### config.mk
export PLATFORM = sky130hd
export DESIGN_NAME = fsm_seq_gen
export DESIGN_NICKNAME = d
export VERILOG_FILES = /design/src/rtl/fsm_seq_pkg.sv /design/src/rtl/fsm_seq_rom.sv /design/src/rtl/fsm_seq_gen.sv
export SDC_FILE = /design/constraint.sdc
export NUM_CORES = 1
export LEC_CHECK = 0
export BUFFER_PORTS_ARGS = -buffer_cell sky130_fd_sc_hd__buf_2
export CAP_MARGIN = 5
export CORE_ASPECT_RATIO = 1.1
export CORE_MARGIN = 2
export CORE_UTILIZATION = 58
export CTS_BUF_LIST = sky130_fd_sc_hd__clkbuf_2
export DETAILED_ROUTE_END_ITERATION = 12
export PLACE_DENSITY = 0.82
export SKIP_LAST_GASP = 1
export SYNTH_ARGS = -nofsm -noshare
export SYNTH_HDL_FRONTEND = slang
export SYNTH_SLANG_ARGS = --single-unit
### constraint.sdc
create_clock -name i_clk -period 2.8 [get_ports i_clk]
set_input_delay 0.56 -clock i_clk [delete_from_list [all_inputs] [get_ports i_clk]]
set_output_delay 0.56 -clock i_clk [all_outputs]
set_load 0.05 [all_outputs]
### src/rtl/fsm_seq_pkg.sv
// Shared types and code constants for the sequence-detector stimulus generator.
// The detector walks IDLE -> S1 -> S2 -> DONE; these codes steer it along each path.
package fsm_seq_pkg;

    typedef enum logic [1:0] {
        CMD_ILLEGAL = 2'd0,
        CMD_DIRECT  = 2'd1,
        CMD_VIA2    = 2'd2,
        CMD_LOOP    = 2'd3
    } cmd_t;

    typedef enum logic [1:0] {
        ST_DONE = 2'd0,
        ST_S1   = 2'd1,
        ST_S2   = 2'd2,
        ST_IDLE = 2'd3
    } det_status_t;

    typedef enum logic [1:0] {
        ERR_NONE     = 2'd0,
        ERR_MISMATCH = 2'd1,
        ERR_TIMEOUT  = 2'd2,
        ERR_ILLEGAL  = 2'd3
    } err_t;

    // Generator FSM states; prefixed FSM_ so they never collide with the detector status names.
    typedef enum logic [2:0] {
        FSM_IDLE,
        FSM_DRIVE,
        FSM_GAP,
        FSM_WAIT,
        FSM_REPORT
    } fsm_state_t;

    localparam logic [3:0] CODE_ENTER   = 4'd14;
    localparam logic [3:0] CODE_TO_S2   = 4'd10;
    localparam logic [3:0] CODE_S2_DONE = 4'd7;
    localparam logic [3:0] CODE_S1_DONE = 4'd3;
    localparam logic [3:0] CODE_BACK    = 4'd1;
    localparam logic [3:0] IDLE_CODE    = 4'd0;

    function automatic int max3(input int a, input int b, input int c);
        int m;
        m = a;
        if (b > m) m = b;
        if (c > m) m = c;
        return m;
    endfunction

endpackage

### src/rtl/fsm_seq_rom.sv
// Path table: maps (command, step) to the code to drive, the detector status
// expected after it, and whether this step finishes the path.
module fsm_seq_rom
    import fsm_seq_pkg::*;
(
    input  cmd_t        cmd,
    input  logic [1:0]  step,
    output logic [3:0]  code,
    output det_status_t expected,
    output logic        is_final
);

    always_comb begin
        code     = IDLE_CODE;
        expected = ST_IDLE;
        is_final = 1'b1;
        case (cmd)
            CMD_DIRECT: begin
                case (step)
                    2'd0: begin code = CODE_ENTER; expected = ST_S1; is_final = 1'b0; end
                    default: begin code = CODE_S1_DONE; expected = ST_DONE; end
                endcase
            end
            CMD_VIA2: begin
                case (step)
                    2'd0: begin code = CODE_ENTER; expected = ST_S1; is_final = 1'b0; end
                    2'd1: begin code = CODE_TO_S2; expected = ST_S2; is_final = 1'b0; end
                    default: begin code = CODE_S2_DONE; expected = ST_DONE; end
                endcase
            end
            CMD_LOOP: begin
                case (step)
                    2'd0: begin code = CODE_ENTER; expected = ST_S1; is_final = 1'b0; end
                    2'd1: begin code = CODE_TO_S2; expected = ST_S2; is_final = 1'b0; end
                    2'd2: begin code = CODE_BACK;  expected = ST_S1; is_final = 1'b0; end
                    default: begin code = CODE_S1_DONE; expected = ST_DONE; end
                endcase
            end
            default: begin
                code     = IDLE_CODE;
                expected = ST_IDLE;
                is_final = 1'b1;
            end
        endcase
    end

endmodule

### src/rtl/fsm_seq_gen.sv
// Drives a code sequence onto the detector bus for each accepted command, checks the
// detector status after every code and reports done or a coded error as a one-cycle pulse.
module fsm_seq_gen
    import fsm_seq_pkg::*;
#(
    parameter int HOLD_CYCLES = 1,
    parameter int GAP_CYCLES  = 1,
    parameter int TIMEOUT     = 15,
    parameter int CNT_W       = $clog2(max3(HOLD_CYCLES, GAP_CYCLES, TIMEOUT) + 1)
) (
    input  logic       i_clk,
    input  logic       i_rst_n,
    input  logic       i_cmd_valid,
    input  logic [1:0] i_cmd,
    output logic       o_cmd_ready,
    output logic [3:0] o_bus,
    input  logic [1:0] i_status,
    output logic       o_busy,
    output logic       o_done,
    output logic       o_err,
    output logic [1:0] o_err_code
);

    localparam logic [CNT_W-1:0] HOLD_LAST = CNT_W'(HOLD_CYCLES - 1);
    localparam logic [CNT_W-1:0] GAP_LAST  = CNT_W'(GAP_CYCLES - 1);
    localparam logic [CNT_W-1:0] TO_LAST   = CNT_W'(TIMEOUT - 1);

    fsm_state_t       state_reg, state_next;
    logic [CNT_W-1:0] cnt_reg, cnt_next;
    logic [1:0]       step_reg, step_next;
    cmd_t             cmd_reg, cmd_next;
    logic             done_seen_reg, done_seen_next;
    logic [3:0]       bus_reg, bus_next;
    logic             done_reg, done_next;
    logic             err_reg, err_next;
    err_t             err_code_reg, err_code_next;

    det_status_t      status;
    logic [3:0]       cur_code, nxt_code;
    det_status_t      cur_expected, nxt_expected;
    logic             cur_final, nxt_final;
    logic             rom_unused;

    assign status = det_status_t'(i_status);

    // One lookup checks the step in progress; the other supplies the code registered onto o_bus.
    fsm_seq_rom u_rom_cur (
        .cmd      (cmd_reg),
        .step     (step_reg),
        .code     (cur_code),
        .expected (cur_expected),
        .is_final (cur_final)
    );

    fsm_seq_rom u_rom_nxt (
        .cmd      (cmd_next),
        .step     (step_next),
        .code     (nxt_code),
        .expected (nxt_expected),
        .is_final (nxt_final)
    );

    assign rom_unused = ^{cur_code, nxt_expected, nxt_final};

    always_comb begin
        state_next     = state_reg;
        cnt_next       = cnt_reg;
        step_next      = step_reg;
        cmd_next       = cmd_reg;
        done_seen_next = done_seen_reg;
        done_next      = 1'b0;
        err_next       = 1'b0;
        err_code_next  = ERR_NONE;

        // DONE lasts a single cycle, so latch it anywhere from the final code onward.
        if ((((state_reg == FSM_DRIVE) || (state_reg == FSM_GAP)) && cur_final) ||
            (state_reg == FSM_WAIT)) begin
            if (status == ST_DONE) done_seen_next = 1'b1;
        end

        case (state_reg)
            FSM_IDLE: begin
                if (i_cmd_valid) begin
                    cmd_next       = cmd_t'(i_cmd);
                    step_next      = 2'd0;
                    cnt_next       = '0;
                    done_seen_next = 1'b0;
                    if (cmd_t'(i_cmd) == CMD_ILLEGAL) begin
                        state_next    = FSM_REPORT;
                        err_next      = 1'b1;
                        err_code_next = ERR_ILLEGAL;
                    end else begin
                        state_next = FSM_DRIVE;
                    end
                end
            end
            FSM_DRIVE: begin
                if (cnt_reg == HOLD_LAST) begin
                    cnt_next   = '0;
                    state_next = FSM_GAP;
                end else begin
                    cnt_next = cnt_reg + 1'b1;
                end
            end
            FSM_GAP: begin
                if (cnt_reg == GAP_LAST) begin
                    cnt_next = '0;
                    if (cur_final) begin
                        state_next = FSM_WAIT;
                    end else if (status == cur_expected) begin
                        step_next  = step_reg + 2'd1;
                        state_next = FSM_DRIVE;
                    end else begin
                        state_next    = FSM_REPORT;
                        err_next      = 1'b1;
                        err_code_next = ERR_MISMATCH;
                    end
                end else begin
                    cnt_next = cnt_reg + 1'b1;
                end
            end
            FSM_WAIT: begin
                if (done_seen_reg && (status == ST_IDLE)) begin
                    state_next = FSM_REPORT;
                    done_next  = 1'b1;
                end else if (cnt_reg == TO_LAST) begin
                    state_next    = FSM_REPORT;
                    err_next      = 1'b1;
                    err_code_next = ERR_TIMEOUT;
                end else begin
                    cnt_next = cnt_reg + 1'b1;
                end
            end
            FSM_REPORT: begin
                state_next = FSM_IDLE;
                cnt_next   = '0;
            end
            default: begin
                state_next = FSM_IDLE;
                cnt_next   = '0;
            end
        endcase

        bus_next = (state_next == FSM_DRIVE) ? nxt_code : IDLE_CODE;
    end

    always_ff @(posedge i_clk or negedge i_rst_n) begin
        if (!i_rst_n) begin
            state_reg     <= FSM_IDLE;
            cnt_reg       <= '0;
            step_reg      <= 2'd0;
            cmd_reg       <= CMD_ILLEGAL;
            done_seen_reg <= 1'b0;
            bus_reg       <= IDLE_CODE;
            done_reg      <= 1'b0;
            err_reg       <= 1'b0;
            err_code_reg  <= ERR_NONE;
        end else begin
            state_reg     <= state_next;
            cnt_reg       <= cnt_next;
            step_reg      <= step_next;
            cmd_reg       <= cmd_next;
            done_seen_reg <= done_seen_next;
            bus_reg       <= bus_next;
            done_reg      <= done_next;
            err_reg       <= err_next;
            err_code_reg  <= err_code_next;
        end
    end

    assign o_bus       = bus_reg;
    assign o_done      = done_reg;
    assign o_err       = err_reg;
    assign o_err_code  = err_code_reg;
    assign o_cmd_ready = (state_reg == FSM_IDLE);
    assign o_busy      = (state_reg != FSM_IDLE);

endmodule

==> results of run 1 <==
kinds of logic after synthesis:
group                      Yosys count  share of synthesized area (%)
and+or+nand+nor                     52                           24.4
AOI/OAI and AO/OA                   32                           17.4
DFF                                 20                           41.4
buffers and inverters               11                           3.52
adders and majority gates            9                           9.31
muxes                                3                           2.59
xor gates and xnor gates             2                           1.45
where the power goes:
part           total, uW  switching, uW  internal [uW]
clock network        119           88.3           31.0
logic                854            552            302
registers            473            101            371
total               1450            741            705
area by class of cell:
| cell class | instances | share of cell area (%) |
|---|---|---|
| inverters | 9 | 2.52 |
| clock buffers | 3 | 1.12 |
| clock inverters | 1 | 0.280 |
| flip-flops and latches | 20 | 37.3 |
| well taps | 28 | 2.61 |
| multi-input cells | 98 | 49.7 |
| repair buffers | 17 | 6.52 |
metal layers:
| metal | wire length (um) | GRT usage (%) | share of wire [%] |
|---|---|---|---|
| met1 | 1090 | 29.7 | 44 |
| met2 | 1230 | 39.2 | 50 |
| met3 | 105 | 4.17 | 4.3 |
| met4 | 36 | 8.11 | 1.5 |
| met5 | 0 | 0 | 0 |
through the flow:
step | cells | power (uW) | setup slack, ns
3_3_place_gp | 172 | 1300 | 0.305
4_1_cts | 176 | 1450 | 0.158
3_5_place_dp | 172 | 1320 | 0.223
2_1_floorplan | 129 | 1140 | 0.0799
5_1_grt | 176 | 1570 | 0.0195
6_report | 176 | 1450 | 0.173
worst reg2reg max path, stage by stage (launching register included):
cell and delay [ns]:
dfrtp_1 0.52, inv_1 0.13, ha_1 0.22, nor3_1 0.09
or4b_1 0.62, o311a_4 0.43, o31a_1 0.31, nor4b_2 0.22
cells in the final DEF (no fill, tap or decap), types with 2 or more instances in the layout:
cell type,synthesis,routed
or2_2,2,2
buf_2,1,16
inv_1,9,9
mux2i_1,2,2
and3_1,3,3
dfrtp_1,20,20
clkbuf_2,0,3
nor2_1,10,10
nand2b_1,4,4
nor4_1,2,2
or3_2,2,2
a21oi_1,6,6
or3_1,2,2
nor2b_1,2,2
nand3_1,5,5
xnor2_1,2,2
a31oi_1,5,5
o21ai_0,12,12
nor3_1,3,3
nand2_1,11,11
ha_1,9,9
how the worst max path moves through the flow:
| stage | end | from | slack (ns) |
|---|---|---|---|
| after global routing | o_bus[3] | step_reg[1] | 0.02 |
| final | o_bus[3] | step_reg[0] | 0.17 |
| after CTS | o_bus[3] | cnt_reg[0] | 0.16 |
| after floorplan | o_bus[2] | state_reg[1] | 0.08 |
| after detailed placement | o_bus[3] | step_reg[0] | 0.22 |
| after global placement | o_bus[3] | step_reg[0] | 0.30 |
==> summary.md, run 1 <==
| Metric | Value |
|---|---|
| Worst path max stage delay | `0.62 ns` |
| Postcts setup bufs | `0` |
| Post-synth EDFFs | `0` |
| Reg area | `500 sq um` |
| CTS tree | `built` |
| Buf+Inv Stages, Crit Path | `1` |
| Critical path's top delay family | `simple AND/OR/NAND/NOR gates` |
| Initial Util | `60.5%` |
| Clk_lat worst skew | `0.33 ns` |
| Antenna violations before repair | `0` |
| Vias | `1,039` |
| Vias in the first global route | `927` |
| Worst min path class | `primary input to asynchronous set/reset pin` |
| Slew @ Worst Pin | `roughly 0.58 ns` |
| Core Area | `between 1500 and 2000 sq um` |
| Yosys reg bits | `20` |
| Final ANT Viol Nets | `0` |
| Post-DP HPWL | `1850 um` |
| Area of the multi-input gates | `approximately 670 sq um` |
| Setup Skew | `0.0203 ns` |
| Global route overflow | `0` |
| Crit path capture type | `register` |
| Final Cell Area | `1340 sq um` |
| Synth area leaders | `dfrtp_1 41%, ha_1 9.3%, o21ai_0 5.0%` |
| Synth Warn # | `0` |
| Critical path class | `register to register` |
| Seq/Total Area, Yosys | `41.4%` |
| Routed WL | `2460 um` |
| Startpoint types | `register` |
| DR pass1 iterations | `4` |
| R2r setup slk | `0.17 ns` |
| Hold WS | `roughly 0.13 ns` |
| Final Core Density | `67.1%` |
| Via/cell ratio | `between 5 and 6` |
| Total Die Area | `approximately 2500 sq um` |
| Final net count | `165` |
| Fin crit period | `2.63 ns` |
| DIE WIDTH | `~48 um` |
| Final Hold Vio Count | `0` |
| Distinct cell type count after synthesis | `37` |
| Residual DRC count | `0` |
| Leak Pwr | `0.000674 uW` |
| Crit path cell chain | `inv_1 -> ha_1 -> nor3_1 -> or4b_1 -> o311a_4 -> o31a_1 -> nor4b_2` |
| CP max FO | `9` |
| Tot GR Track Use | `between 20% and 30%` |
| RR Startpoint | `step_reg[0]` |
| Filler cell count in the final layout | `176` |
| Dominant synthesized flop cell | `dfrtp_1` |
| Clock buffer depth | `2` |
| Syn avg cell area | `9.38 sq um` |
| Pwr dens | `between 1000 and 1500 nW/um^2` |
| H-tree levels | `1` |
| Antenna cell count | `0` |
| Cell count along the critical path | `7` |
| Outcome | `completed` |
| R2r endpoint | `o_bus[3]` |
| Syn Nets | `approximately 150` |
| Worst Reg2Reg Path Length in Cells | `7` |
| Clk root buf | `clkbuf_2` |
| RSZ-0062 raised after global routing | `no` |
| Row Count | `17` |
| Leading area contributor after synthesis | `dfrtp_1` |
| Post-synth top cells | `20 x dfrtp_1, 12 x o21ai_0, 11 x nand2_1` |
| Post-synthesis cell area | `1210 sq um` |
| Most common cell in the netlist | `dfrtp_1` |
| Peak VDD IR | `0.525 mV` |
| Layout cells sized above 1 | `19.6%` |
| Post-CTS sizing | `0` |
| Max-Cap Viols | `0` |
| Final Wtd Congestion | `slightly below 0.9` |
| Final setup violation count | `0` |
| Wire length per cell | `14.0 um` |
| Placed Area | `about 1300 sq um` |
| CTS hold repair buffers | `0` |
| Post-Synthesis Cells | `129` |
| TritonCTS Sinks | `20` |
| Ys async rst share | `100%` |
| Setup tns final | `0 ns` |
| Port buffer count | `16` |
| Max_slew headroom | `61.0%` |
| Worst-path clk slew | `0.19 ns` |
| Area grow syn2layout | `11.0%` |
| Arrival time worst endpoint | `approximately 2.9 ns` |
| Die Y | `51.9 um` |
| Fmax | `0.381 GHz` |
| Final period util | `93.8%` |
| Number of DRC markers in iteration 0 | `23` |
| CTS buffer count | `3` |
| Required @ worst endpoint | `3.03 ns` |
| Max-slew violations | `0` |
| First-pass GRT wire length | `4070 um` |
| IO Count | `17` |
| Pin count of the biggest net entering global routing | `21` |
| Post-synth top area share | `41.4%` |
| CP max stage cell | `or4b_1` |
Power figures use the tool's default switching activity.
==> inputs of run 2 (changes only) <==
- HOLD_SLACK_MARGIN: not set -> 0.03
- PLACE_DENSITY: 0.82 -> 0.81
==> summary.md, run 2 (same netlist as run 1, synthesis figures left out) <==
| Metric | Value |
|---|---|
| Vias | `1,063` |
| Arrival time worst endpoint | `2.98 ns` |
| First-pass GRT wire length | `4380 um` |
| Leak Pwr | `0.000687 uW` |
| Tot GR Track Use | `25.2%` |
| Pin count of the biggest net entering global routing | `21` |
| Startpoint types | `register` |
| DR pass1 iterations | `4` |
| Total Die Area | `2470 sq um` |
| Residual DRC count | `0` |
| Row Count | `17` |
| Layout cells sized above 1 | `20.9%` |
| TritonCTS Sinks | `20` |
| CTS tree | `built` |
| Antenna cell count | `0` |
| Initial Util | `60.5%` |
| Clock buffer depth | `2` |
| Final net count | `roughly 170` |
| Crit path capture type | `register` |
| Final Wtd Congestion | `0.849` |
| Comb pwr share | `around 56%` |
| Wire length per cell | `15.0 um` |
| H-tree levels | `1` |
| Number of DRC markers in iteration 0 | `69` |
| Final period util | `97.5%` |
| Antenna violations before repair | `0` |
| Global route overflow | `0` |
| CTS buffer count | `3` |
| Final Hold Vio Count | `0` |
| Postcts setup bufs | `0` |
| Area grow syn2layout | `13.7%` |
| Met1 Resource Use GR | `between 30% and 40%` |
| Core Area | `2000 sq um` |
| Pint | `about 800 uW` |
| Outcome | `completed` |
| Final setup violation count | `0` |
| GRT busiest layer | `met2` |
| Pwr dens | `1150 nW/um^2` |
| Post-DP HPWL | `1960 um` |
| IO Count | `17` |
| Seq pwr share | `between 30 and 40%` |
| Placed cell count | `approximately 170` |
| Critical path class | `register to register` |
| R2r endpoint | `o_bus[3]` |
| Via/cell ratio | `6.04` |
| Worst Reg2Reg Path Length in Cells | `6` |
| Setup Skew | `0.00103 ns` |
| Slew @ Worst Pin | `0.605 ns` |
| Max-Cap Viols | `0` |
| Fmax | `0.366 GHz` |
| Port buffer count | `16` |
| Final ANT Viol Nets | `0` |
| RR Startpoint | `step_reg[0]` |
| Clk root buf | `clkbuf_2` |
| Worst min path class | `primary input to asynchronous set/reset pin` |
| Commonest non-fill, non-tap cell in the layout | `dfrtp_1` |
| Routed WL | `2630 um` |
| Clk pwr share | `14.0%` |
| Met2 Usage GRT | `41.7%` |
| Max-slew violations | `0` |
| Hold WS | `0.119 ns` |
| Switching Share | `49.4%` |
| Net Sw Power | `778 uW` |
| CP max FO | `9` |
| Peak VDD IR | `1.10 mV` |
| DIE WIDTH | `47.5 um` |
| Fin crit period | `2.73 ns` |
| Met3 Use GR | `6.25%` |
| Die Y | `roughly 52 um` |
| Required @ worst endpoint | `3.05 ns` |
| Max_slew headroom | `59.3%` |
| Filler cell count in the final layout | `159` |
| Vias in the first global route | `approximately 960` |
| Worst-path clk slew | `0.20 ns` |
| R2r setup slk | `just under 0.07 ns` |
| Commonest non-fill, non-tap cells in the layout | `20 x dfrtp_1, 16 x buf_2, 12 x o21ai_0` |
| RSZ-0062 raised after global routing | `yes` |
| Clk_lat worst skew | `0.33 ns` |
| Non-Filler Instances | `176` |
[run 2: changes by cell type in the layout (fill, tap and decap cells not counted), sizes merged]
cell	before	now
clkinv	1	0
bufinv	0	1
[run 2: area by class of cell]
type | count | area [sq um] | area share, %
clock inverters | 1 | 30.0 | 2.18
repair buffers | 17 | 87.6 | 6.37
flip-flops and latches | 20 | 500 | 36.4
multi-input cells | 98 | 673 | 49.0
inverters | 9 | 33.8 | 2.46
well taps | 28 | 35.0 | 2.55
clock buffers | 3 | 15.0 | 1.09
[run 2: how the worst max path moves through the flow]
stage / from / end / slack (ns) / cells after the start
global placement: step_reg[0] / o_bus[3] / 0.31 / 6
global route: step_reg[0] / o_bus[3] / -0.04 / 7
finish: step_reg[0] / o_bus[3] / 0.07 / 6
CTS: step_reg[0] / o_bus[3] / 0.11 / 6
detailed placement: step_reg[0] / o_bus[3] / 0.15 / 6
floorplan: state_reg[1] / o_bus[2] / 0.08 / 8
[run 2: what timing repair did]
action	4_1_cts	5_1_grt
hold buffers	0	0
setup endpoints to repair	0	2
gates resized for setup	0	2
[run 2: layer usage]
| layer | vias up | wire length [um] | part of all wire, % |
|---|---|---|---|
| li1 | 503 | - | - |
| met1 | 497 | 1070 | 41 |
| met2 | 57 | 1320 | 50 |
| met3 | 6 | 203 | 7.7 |
| met4 | 0 | 40 | 1.5 |
| met5 | - | 0 | 0 |
[run 2: metrics by stage]
step                      setup TNS (ns)  utilization (%)  cell area (sq um)  power [uW]  setup slack [ns]
final                                  0             68.8               1380        1580            0.0695
after global routing             -0.0368             68.8               1380        1690           -0.0368
after CTS                              0             68.5               1370        1560             0.114
after detailed placement               0             66.2               1320        1330             0.153
after global placement                 0             66.2               1320        1300             0.307
after floorplan                        0                -               1210        1140            0.0799
[run 2: critical path, stage by stage, from the launching register on]
cell,delay [ns]
dfrtp_1,0.55
ha_1,0.26
and3_1,0.19
or4b_1,0.67
o311a_4,0.44
o31a_1,0.30
nor4b_2,0.24
[run 2: power groups by stage]
stage                     registers (uW)  clock network [uW]  logic (uW)
final                                476                 221         880
after global routing                 491                 233         966
after CTS                            473                 221         864
after detailed placement             480                   0         854
after global placement               475                   0         830
after floorplan                      543                   0         592
==> inputs of run 3 (changes only) <==
==> constraint.sdc (replaced) <==
create_clock -name i_clk -period 2.8 [get_ports i_clk]
set_input_delay 0.84 -clock i_clk [delete_from_list [all_inputs] [get_ports i_clk]]
set_output_delay 0.84 -clock i_clk [all_outputs]
set_load 0.05 [all_outputs]
==> summary.md, run 3 (same netlist as run 1, synthesis figures left out) <==
| Metric | Value |
|---|---|
| Commonest non-fill, non-tap cells in the layout | `20 x dfrtp_1, 16 x buf_2, 12 x o21ai_0` |
| H-tree levels | `1` |
| Tot GR Track Use | `26.8%` |
| Final period util | `93.4%` |
| Crit path capture type | `register` |
| Dpl ws | `0.257 ns` |
| TritonCTS Sinks | `20` |
| Total power | `1580 uW` |
| Final ANT Viol Nets | `0` |
| Postcts setup bufs | `0` |
| Filler cell count in the final layout | `165` |
| Row Count | `17` |
| Final setup violation count | `0` |
| Setup Skew | `0.00356 ns` |
| Port buffer count | `16` |
| Commonest non-fill, non-tap cell in the layout | `dfrtp_1` |
| Area grow syn2layout | `13.8%` |
| Peak VDD IR | `just under 0.9 mV` |
| Worst Reg2Reg Path Length in Cells | `7` |
| Max-Cap Viols | `0` |
| RSZ-0062 raised after global routing | `no` |
| CP startpoint | `step_reg[0]` |
| Clock buffer depth | `2` |
| Pin count of the biggest net entering global routing | `21` |
| Fin crit period | `2.62 ns` |
| Layout cells sized above 1 | `20.8%` |
| Antenna cell count | `0` |
| Final net count | `166` |
| Fmax | `approximately 0.38 GHz` |
| Via/cell ratio | `about 6.3` |
| Worst min path class | `primary input to asynchronous set/reset pin` |
| DR pass1 iterations | `6` |
| Slew @ Worst Pin | `0.633 ns` |
| R2r setup slk | `roughly 0.18 ns` |
| Arrival time worst endpoint | `2.87 ns` |
| Outcome | `completed` |
| Core Area | `~2000 sq um` |
| Critical path class | `register to register` |
| Antenna violations before repair | `0` |
| Post-DP HPWL | `1930 um` |
| Max_slew headroom | `57.4%` |
| Max-slew violations | `0` |
| Global route overflow | `0` |
| First-pass GRT wire length | `between 4000 and 5000 um` |
| Routed WL | `2710 um` |
| CP max FO | `9` |
| Leak Pwr | `0.000691 uW` |
| Critical Path Sink | `o_bus[3]` |
| DIE WIDTH | `47.5 um` |
| Initial Util | `60.5%` |
| R2r endpoint | `o_bus[3]` |
| Startpoint types | `register` |
| Vias | `~1,100` |
| RR Startpoint | `step_reg[0]` |
| Final setup margin | `0.184 ns` |
| Setup tns final | `0 ns` |
| Die Y | `51.9 um` |
| Worst-path clk slew | `0.21 ns` |
| Final Wtd Congestion | `0.840` |
| CTS buffer count | `3` |
| CTS hold repair buffers | `0` |
| Pwr dens | `between 1000 and 1500 nW/um^2` |
| IO Count | `17` |
| Total Die Area | `2470 sq um` |
| Vias in the first global route | `1,080` |
| Wire length per cell | `15.3 um` |
| CTS tree | `built` |
| Clk_lat worst skew | `0.32 ns` |
| Clk root buf | `clkbuf_2` |
| Residual DRC count | `0` |
| Final Hold Vio Count | `0` |
| Required @ worst endpoint | `around 3.1 ns` |
| Number of DRC markers in iteration 0 | `43` |
==> run 3: layout make-up <==
class	count	area, sq um	area share, %
multi-input cells	98	667	48.5
flip-flops and latches	20	500	36.4
repair buffers	18	95.1	6.91
well taps	28	35.0	2.55
inverters	9	33.8	2.45
clock inverters	1	30.0	2.18
clock buffers	3	15.0	1.09
==> run 3: worst min path at each step <==
stage | cells past startpoint | startpoint | slack (ns) | end
floorplan | 1 | done_seen_reg | 0.49 | done_seen_reg
global placement | 1 | done_seen_reg | 0.50 | done_seen_reg
detailed placement | 1 | done_seen_reg | 0.51 | done_seen_reg
CTS | 1 | i_rst_n | 0.42 | cmd_reg[0]
global route | 1 | i_rst_n | 0.42 | o_bus[3]
finish | 1 | i_rst_n | 0.41 | step_reg[1]
==> run 3: worst max-delay path, stage by stage (launching register included) <==
cell     delay, ns
dfrtp_1       0.54
inv_1         0.13
ha_1          0.24
nor3_1        0.09
or4b_1        0.62
o311a_4       0.43
o31a_1        0.31
nor4b_2       0.19
==> run 3: layer usage <==
layer | wire length, um | part of all wire, % | vias up | track usage [%]
li1 | - | - | 504 | -
met1 | 998 | 37 | 532 | 30.3
met2 | 1420 | 52 | 69 | 46.2
met3 | 226 | 8.4 | 12 | 7.29
met4 | 61 | 2.3 | 0 | 10.4
met5 | 0 | 0 | - | 0
==> run 3: metrics by stage <==
| step | utilization [%] | hold slack [ns] | area [sq um] | std cells |
|---|---|---|---|---|
| finish | 68.8 | 0.413 | 1380 | 177 |
| global route | 68.8 | 0.425 | 1380 | 177 |
| CTS | 68.8 | 0.417 | 1380 | 177 |
| detailed placement | 66.6 | 0.511 | 1330 | 173 |
| global placement | 66.6 | 0.500 | 1330 | 173 |
| floorplan | - | 0.487 | 1210 | 129 |
==> run 3: timing repair <==
action                                 in CTS  in global routing
endpoints found under the hold margin       0                  0
setup endpoints to repair                   0                  2
gates resized for setup                     0                  1
==> run 3: power by group <==
| group | internal, uW | switching (uW) |
|---|---|---|
| clock | 123 | 96.7 |
| sequential | 371 | 111 |
| combinational | 313 | 568 |
